<file path="config.mk">
export PLATFORM = sky130hd
export DESIGN_NAME = spm_load_splitter
export DESIGN_NICKNAME = d
export VERILOG_FILES = /design/src/rtl/std_cache_pkg.sv /design/src/rtl/spm_load_splitter.sv
export SDC_FILE = /design/constraint.sdc
export NUM_CORES = 1
export LEC_CHECK = 0
export BUFFER_PORTS_ARGS = -buffer_cell sky130_fd_sc_hd__buf_2
export CAP_MARGIN = 25
export CORE_AREA = 4 4 153 155
export CTS_CLUSTER_SIZE = 20
export DETAILED_ROUTE_END_ITERATION = 8
export DIE_AREA = 0 0 157 159
export HOLD_SLACK_MARGIN = 0.02
export SETUP_SLACK_MARGIN = 0.1
export SLEW_MARGIN = 0
export SYNTH_ARGS = -nofsm -noshare
export SYNTH_HDL_FRONTEND = slang
export SYNTH_SLANG_ARGS = --single-unit
</file>
<file path="constraint.sdc">
create_clock -name clk_i -period 12 [get_ports clk_i]
set_input_delay 2.4 -clock clk_i [delete_from_list [all_inputs] [get_ports clk_i]]
set_output_delay 2.4 -clock clk_i [all_outputs]
set_load 0.005 [all_outputs]
</file>
<file path="src/rtl/std_cache_pkg.sv">
// Shared dcache/SPM request types, splitter state encoding and the SPM window match.
// SPM_SPLIT_RSP_REG_EN adds the LD_RSP state used by the registered-response build.
package std_cache_pkg;

  localparam int unsigned DCACHE_INDEX_WIDTH = 12;
  localparam int unsigned DCACHE_TAG_WIDTH   = 44;

  typedef struct packed {
    logic [DCACHE_INDEX_WIDTH-1:0] address_index;
    logic [DCACHE_TAG_WIDTH-1:0]   address_tag;
    logic [63:0]                   data_wdata;
    logic                          data_req;
    logic                          data_we;
    logic [7:0]                    data_be;
    logic [1:0]                    data_size;
    logic                          kill_req;
    logic                          tag_valid;
  } dcache_req_i_t;

  typedef struct packed {
    logic        data_gnt;
    logic        data_rvalid;
    logic [63:0] data_rdata;
  } dcache_req_o_t;

  typedef enum logic [2:0] {
    IDLE,
    WAIT_TAG,
    LD_REQ,
    ST_REQ,
`ifdef SPM_SPLIT_RSP_REG_EN
    OOW_RSP,
    LD_RSP
`else
    OOW_RSP
`endif
  } spm_split_state_e;

  // SPM_BASE must be aligned to SPM_SIZE, and SPM_SIZE must be a power of two.
  function automatic logic spm_in_window(input logic [63:0] addr,
                                         input logic [63:0] base,
                                         input logic [63:0] size);
    return (addr & ~(size - 64'd1)) == base;
  endfunction

endpackage

</file>
<file path="src/rtl/spm_load_splitter.sv">
// Folds the two-phase dcache load (index, then tag) into one SPM request and window-checks stores.
// Optional macro SPM_SPLIT_RSP_REG_EN registers load/OOW responses for one extra cycle.
module spm_load_splitter
  import std_cache_pkg::*;
#(
  parameter int unsigned IDX_WIDTH = DCACHE_INDEX_WIDTH,
  parameter int unsigned TAG_WIDTH = DCACHE_TAG_WIDTH,
  parameter logic [63:0] SPM_BASE  = 64'h0000_0000_7000_0000,
  parameter logic [63:0] SPM_SIZE  = 64'h0000_0000_0002_0000,
  parameter logic [63:0] OOW_RDATA = 64'hCA11AB1E_BADCAB1E
) (
  input  logic          clk_i,
  input  logic          rst_i,
  input  dcache_req_i_t core_req_i,
  output dcache_req_o_t core_req_o,
  output dcache_req_i_t spm_req_o,
  input  dcache_req_o_t spm_req_i,
  output logic          busy_o
);

  localparam int unsigned PadWidth = 64 - TAG_WIDTH - IDX_WIDTH;

  spm_split_state_e     state_q, state_d;
  logic [IDX_WIDTH-1:0] idx_q, idx_d;
  logic [TAG_WIDTH-1:0] tag_q, tag_d;
  logic [63:0]          wdata_q, wdata_d;
  logic [7:0]           be_q, be_d;
  logic [1:0]           size_q, size_d;
`ifdef SPM_SPLIT_RSP_REG_EN
  logic [63:0]          rdata_q, rdata_d;
`endif

  logic [63:0] storeAddr, loadAddr;

  // Stores carry the tag with the index; loads pair the live tag with the captured index.
  assign storeAddr = {{PadWidth{1'b0}}, core_req_i.address_tag, core_req_i.address_index};
  assign loadAddr  = {{PadWidth{1'b0}}, core_req_i.address_tag, idx_q};
  assign busy_o    = (state_q != IDLE);

  always_ff @(posedge clk_i or posedge rst_i) begin
    if (rst_i) begin
      state_q <= IDLE;
      idx_q   <= '0;
      tag_q   <= '0;
      wdata_q <= '0;
      be_q    <= '0;
      size_q  <= '0;
`ifdef SPM_SPLIT_RSP_REG_EN
      rdata_q <= '0;
`endif
    end else begin
      state_q <= state_d;
      idx_q   <= idx_d;
      tag_q   <= tag_d;
      wdata_q <= wdata_d;
      be_q    <= be_d;
      size_q  <= size_d;
`ifdef SPM_SPLIT_RSP_REG_EN
      rdata_q <= rdata_d;
`endif
    end
  end

  always_comb begin
    state_d    = state_q;
    idx_d      = idx_q;
    tag_d      = tag_q;
    wdata_d    = wdata_q;
    be_d       = be_q;
    size_d     = size_q;
`ifdef SPM_SPLIT_RSP_REG_EN
    rdata_d    = rdata_q;
`endif
    core_req_o = '0;
    spm_req_o  = '0;

    unique case (state_q)
      IDLE: begin
        if (core_req_i.data_req) begin
          idx_d  = core_req_i.address_index;
          be_d   = core_req_i.data_be;
          size_d = core_req_i.data_size;
          if (!core_req_i.data_we) begin
            core_req_o.data_gnt = 1'b1;
            state_d             = WAIT_TAG;
          end else begin
            tag_d   = core_req_i.address_tag;
            wdata_d = core_req_i.data_wdata;
            // Out-of-window stores are acknowledged and silently dropped.
            if (spm_in_window(storeAddr, SPM_BASE, SPM_SIZE)) begin
              state_d = ST_REQ;
            end else begin
              core_req_o.data_gnt = 1'b1;
            end
          end
        end
      end

      WAIT_TAG: begin
        if (core_req_i.kill_req) begin
          state_d = IDLE;
        end else if (core_req_i.tag_valid) begin
          tag_d   = core_req_i.address_tag;
          state_d = spm_in_window(loadAddr, SPM_BASE, SPM_SIZE) ? LD_REQ : OOW_RSP;
        end
      end

      LD_REQ: begin
        spm_req_o.address_index = idx_q;
        spm_req_o.address_tag   = tag_q;
        spm_req_o.data_be       = be_q;
        spm_req_o.data_size     = size_q;
        spm_req_o.tag_valid     = 1'b1;
        spm_req_o.data_req      = !spm_req_i.data_rvalid;
        if (spm_req_i.data_rvalid) begin
`ifdef SPM_SPLIT_RSP_REG_EN
          rdata_d = spm_req_i.data_rdata;
          state_d = LD_RSP;
`else
          core_req_o.data_rvalid = 1'b1;
          core_req_o.data_rdata  = spm_req_i.data_rdata;
          state_d                = IDLE;
`endif
        end
      end

      ST_REQ: begin
        spm_req_o.address_index = idx_q;
        spm_req_o.address_tag   = tag_q;
        spm_req_o.data_wdata    = wdata_q;
        spm_req_o.data_be       = be_q;
        spm_req_o.data_size     = size_q;
        spm_req_o.tag_valid     = 1'b1;
        spm_req_o.data_we       = 1'b1;
        spm_req_o.data_req      = 1'b1;
        if (spm_req_i.data_gnt) begin
          core_req_o.data_gnt = 1'b1;
          state_d             = IDLE;
        end
      end

      OOW_RSP: begin
`ifdef SPM_SPLIT_RSP_REG_EN
        rdata_d = OOW_RDATA;
        state_d = LD_RSP;
`else
        core_req_o.data_rvalid = 1'b1;
        core_req_o.data_rdata  = OOW_RDATA;
        state_d                = IDLE;
`endif
      end

`ifdef SPM_SPLIT_RSP_REG_EN
      LD_RSP: begin
        core_req_o.data_rvalid = 1'b1;
        core_req_o.data_rdata  = rdata_q;
        state_d                = IDLE;
      end
`endif

      default: state_d = IDLE;
    endcase
  end

endmodule

</file>
==> results_dict.tcl <==
set metrics [dict create \
    syn_area_um2 6860 \
    initial_core_util_pct 31.4 \
    synth_cell_types 35 \
    grt_first_pass_wirelength_um 33300 \
    io_pins 403 \
    synthTopCellsByCount "133 x dfrtp_1, 94 x and3_1, 68 x and2_1, 68 x mux2_2, 60 x mux2_4" \
    dr.pass1.iters 4 \
    drt-vias-per-instance 4.65 \
    fin_total_pwr_w 0.00135 \
    powerDensity_nw_per_um2 140 \
    die_x_um 157 \
    die_area_um2 25000 \
    relSlewSlack_pct 39.7 \
    vias 5675 \
    period_needed_ps 6580 \
    cts_tree "built" \
    hold_path.class "reg -> reg" \
    yosysSeqAreaShare_pct 48.5 \
    antenna_found_initial 0 \
    r2r_slack_ps 9170 \
    endpoint_kind "output port" \
    drc 0 \
    syn-instance-count 548 \
    drv_cap 0 \
    grt_pass1_vias 5873 \
    drt_iter0_markers 244 \
    rsz0062_at_grt "no" \
    pre_cts_slack_ps 5050 \
    synth.area.top_cells "dfrtp_1 49%, mux2_4 13%, mux2_2 11%" \
    status "complete, no violations" \
    clockRootBuffer "clkbuf_16" \
    die_h_um 159 \
    clock_sinks 133 \
    crit_fanout 24 \
    cts_made_buffers 17 \
    instances_no_fill 1221 \
    worst_slew_pin_slew_ps 904 \
    hold_viol_final 0 \
    areaGrowthSynthToFinish_pct 40.9 \
    gp_congestion 0.766 \
    timing.final.crit_share_pct 54.8 \
    avgSynthCellArea_um2 12.5 \
    tns_ps 0 \
    hold_depth 1 \
    hold_buffers 0 \
    io_buffers 401 \
    reg2regPathDepth 6 \
    yosys.area.top_type "dfrtp_1" \
    cp-start-kind "input port" \
    ys_warn_count 0 \
    finClkSkew_ps 6.21 \
    holdPathEnd "tag_q[4]" \
    synth_edf_count 0 \
    cpMaxStageDelayCell "nor2b_2" \
    cpPeakStageDelay_ps 560 \
    synth.most_common_cell "dfrtp_1" \
    dp_hpwl_um 16900 \
    irDropWorstVdd_uv 76.2 \
    core_area_um2 21800 \
    cts_resized 0 \
    fin_nets 1130 \
    synth_seq_cells 133 \
    cp.arrival_ps 4180 \
    maxSlewViolCount 0 \
    worst_hold_startpoint "tag_q[4]" \
    setup_viol 0 \
    ys.flop_type "dfrtp_1" \
    post_cts_buffers 0 \
    cpLargestDelayFamily "simple AND/OR/NAND/NOR gates" \
    finalWorstSetupSlack_ps 5420 \
    max_freq_ghz 0.152 \
    rows 54 \
    htree_levels 4 \
    crit_type "in -> out" \
    clk_pin_slew_ps 60 \
    ys_async_sr_fraction_pct 100 \
    syn_nets 750 \
    clockBufferDepth 2 \
    clock_latency_ps 410 \
    p_leak_nw 5.86 \
    cp_num_buf_inv 4 \
    design_area_um2 9660 \
    grt-ovfl-total 0 \
    regToRegEndpoint "wdata_q[14]" \
    dp.cells 1187 \
    path_cells "buf_2 > nor2b_2 > buf_8 > and2_1 > buf_8 > a21o_1 > buf_2" \
    grt_max_degree 107 \
    postPlaceCellArea_um2 9050 \
    track_usage_pct 17.1 \
    wl_um 22500 \
    critPathRequiredTime_ps 9600 \
    r2r-start "state_q[0]" \
    synth.top_cell.area_share_pct 48.5 \
    final_layout_size_suffix_gt1_share_pct 61.6 \
    drtAntennaViolNets 0 \
    routedWlPerCell_um 18.5 \
]
## final cells by class
type,count,area [um2]
Antenna cell,1,2.50
Clock buffer,18,429
Clock inverter,13,150
Fill cell,2097,12200
Inverter,3,16.3
Multi-Input combinational cell,362,3260
Sequential cell,133,3330
Tap cell,280,350
Timing Repair Buffer,411,2130
## cell families after synthesis
| kind of cell | count (synthesis) | synth area share [%] |
|---|---|---|
| AND/OR/NAND/NOR | 191 | 18.0 |
| buffers and inverters | 53 | 4.23 |
| flip-flops | 133 | 48.5 |
| multiplexers | 130 | 24.6 |
| AO/OA/AOI/OAI | 40 | 4.60 |
| other | 1 | 0.0547 |
## placed cells by master, fill, tap and decap left out, drive strengths merged, types with 2 or more instances in the layout
| master | synthesis | layout |
|---|---|---|
| nor4 | 7 | 7 |
| nor3b | 2 | 2 |
| and3 | 94 | 94 |
| nor4b | 4 | 4 |
| or3 | 2 | 2 |
| clkbuf | 31 | 18 |
| bufinv | 0 | 2 |
| nor2b | 3 | 3 |
| nand2 | 3 | 3 |
| dfrtp | 133 | 133 |
| mux2 | 130 | 130 |
| and2 | 68 | 68 |
| buf | 19 | 411 |
| a21o | 34 | 34 |
| clkinv | 0 | 5 |
| a22o | 2 | 2 |
| inv | 3 | 7 |
| clkinvlp | 0 | 2 |
## worst max path at each step
stage | to | from | cells past startpoint | slack (ps)
floorplan | core_req_o[65] | core_req_i[98] | 4 | 5970
global placement | core_req_o[64] | spm_req_i[64] | 5 | 4920
detailed placement | core_req_o[13] | spm_req_i[64] | 6 | 5050
CTS | core_req_o[20] | spm_req_i[64] | 6 | 5050
global route | core_req_o[13] | spm_req_i[64] | 7 | 5280
finish | core_req_o[20] | spm_req_i[64] | 7 | 5420
## power by group
part,internal [W],leakage [nW],switching [W]
Combinational,0.000150,4.01,0.0000813
Clock,0.000308,0.278,0.000208
Sequential,0.000553,1.56,0.0000489
Total,0.00101,5.86,0.000338
## flip-flops by register name, indices dropped and copies added, names as in the netlist
signal,count
wdata_q,64
tag_q,44
state_q,3
idx_q,12
size_q,2
be_q,8
## metrics by stage
| step | hold slack (ps) | util (%) |
|---|---|---|
| floorplan | 449 | - |
| global route | 509 | 44.3 |
| finish | 486 | 44.3 |
| CTS | 489 | 44.1 |
| global placement | 467 | 41.3 |
| detailed placement | 476 | 41.5 |
## per-layer routing
metal / GRT usage (%) / vias to the layer above / part of all wire, %
li1: - / 2691 / -
met1: 18.4 / 2754 / 37
met2: 32.6 / 213 / 54
met3: 4.32 / 17 / 7.4
met4: 4.69 / 0 / 1.6
met5: 0 / - / 0
## worst register-to-register path: cells and delay by family, from the launching register on
family	cells	cell delay (ps)
buffers and inverters	3	1540
DFF	1	330
muxes	1	450
and+or+nand+nor	2	400
Power figures use the tool's default switching activity.
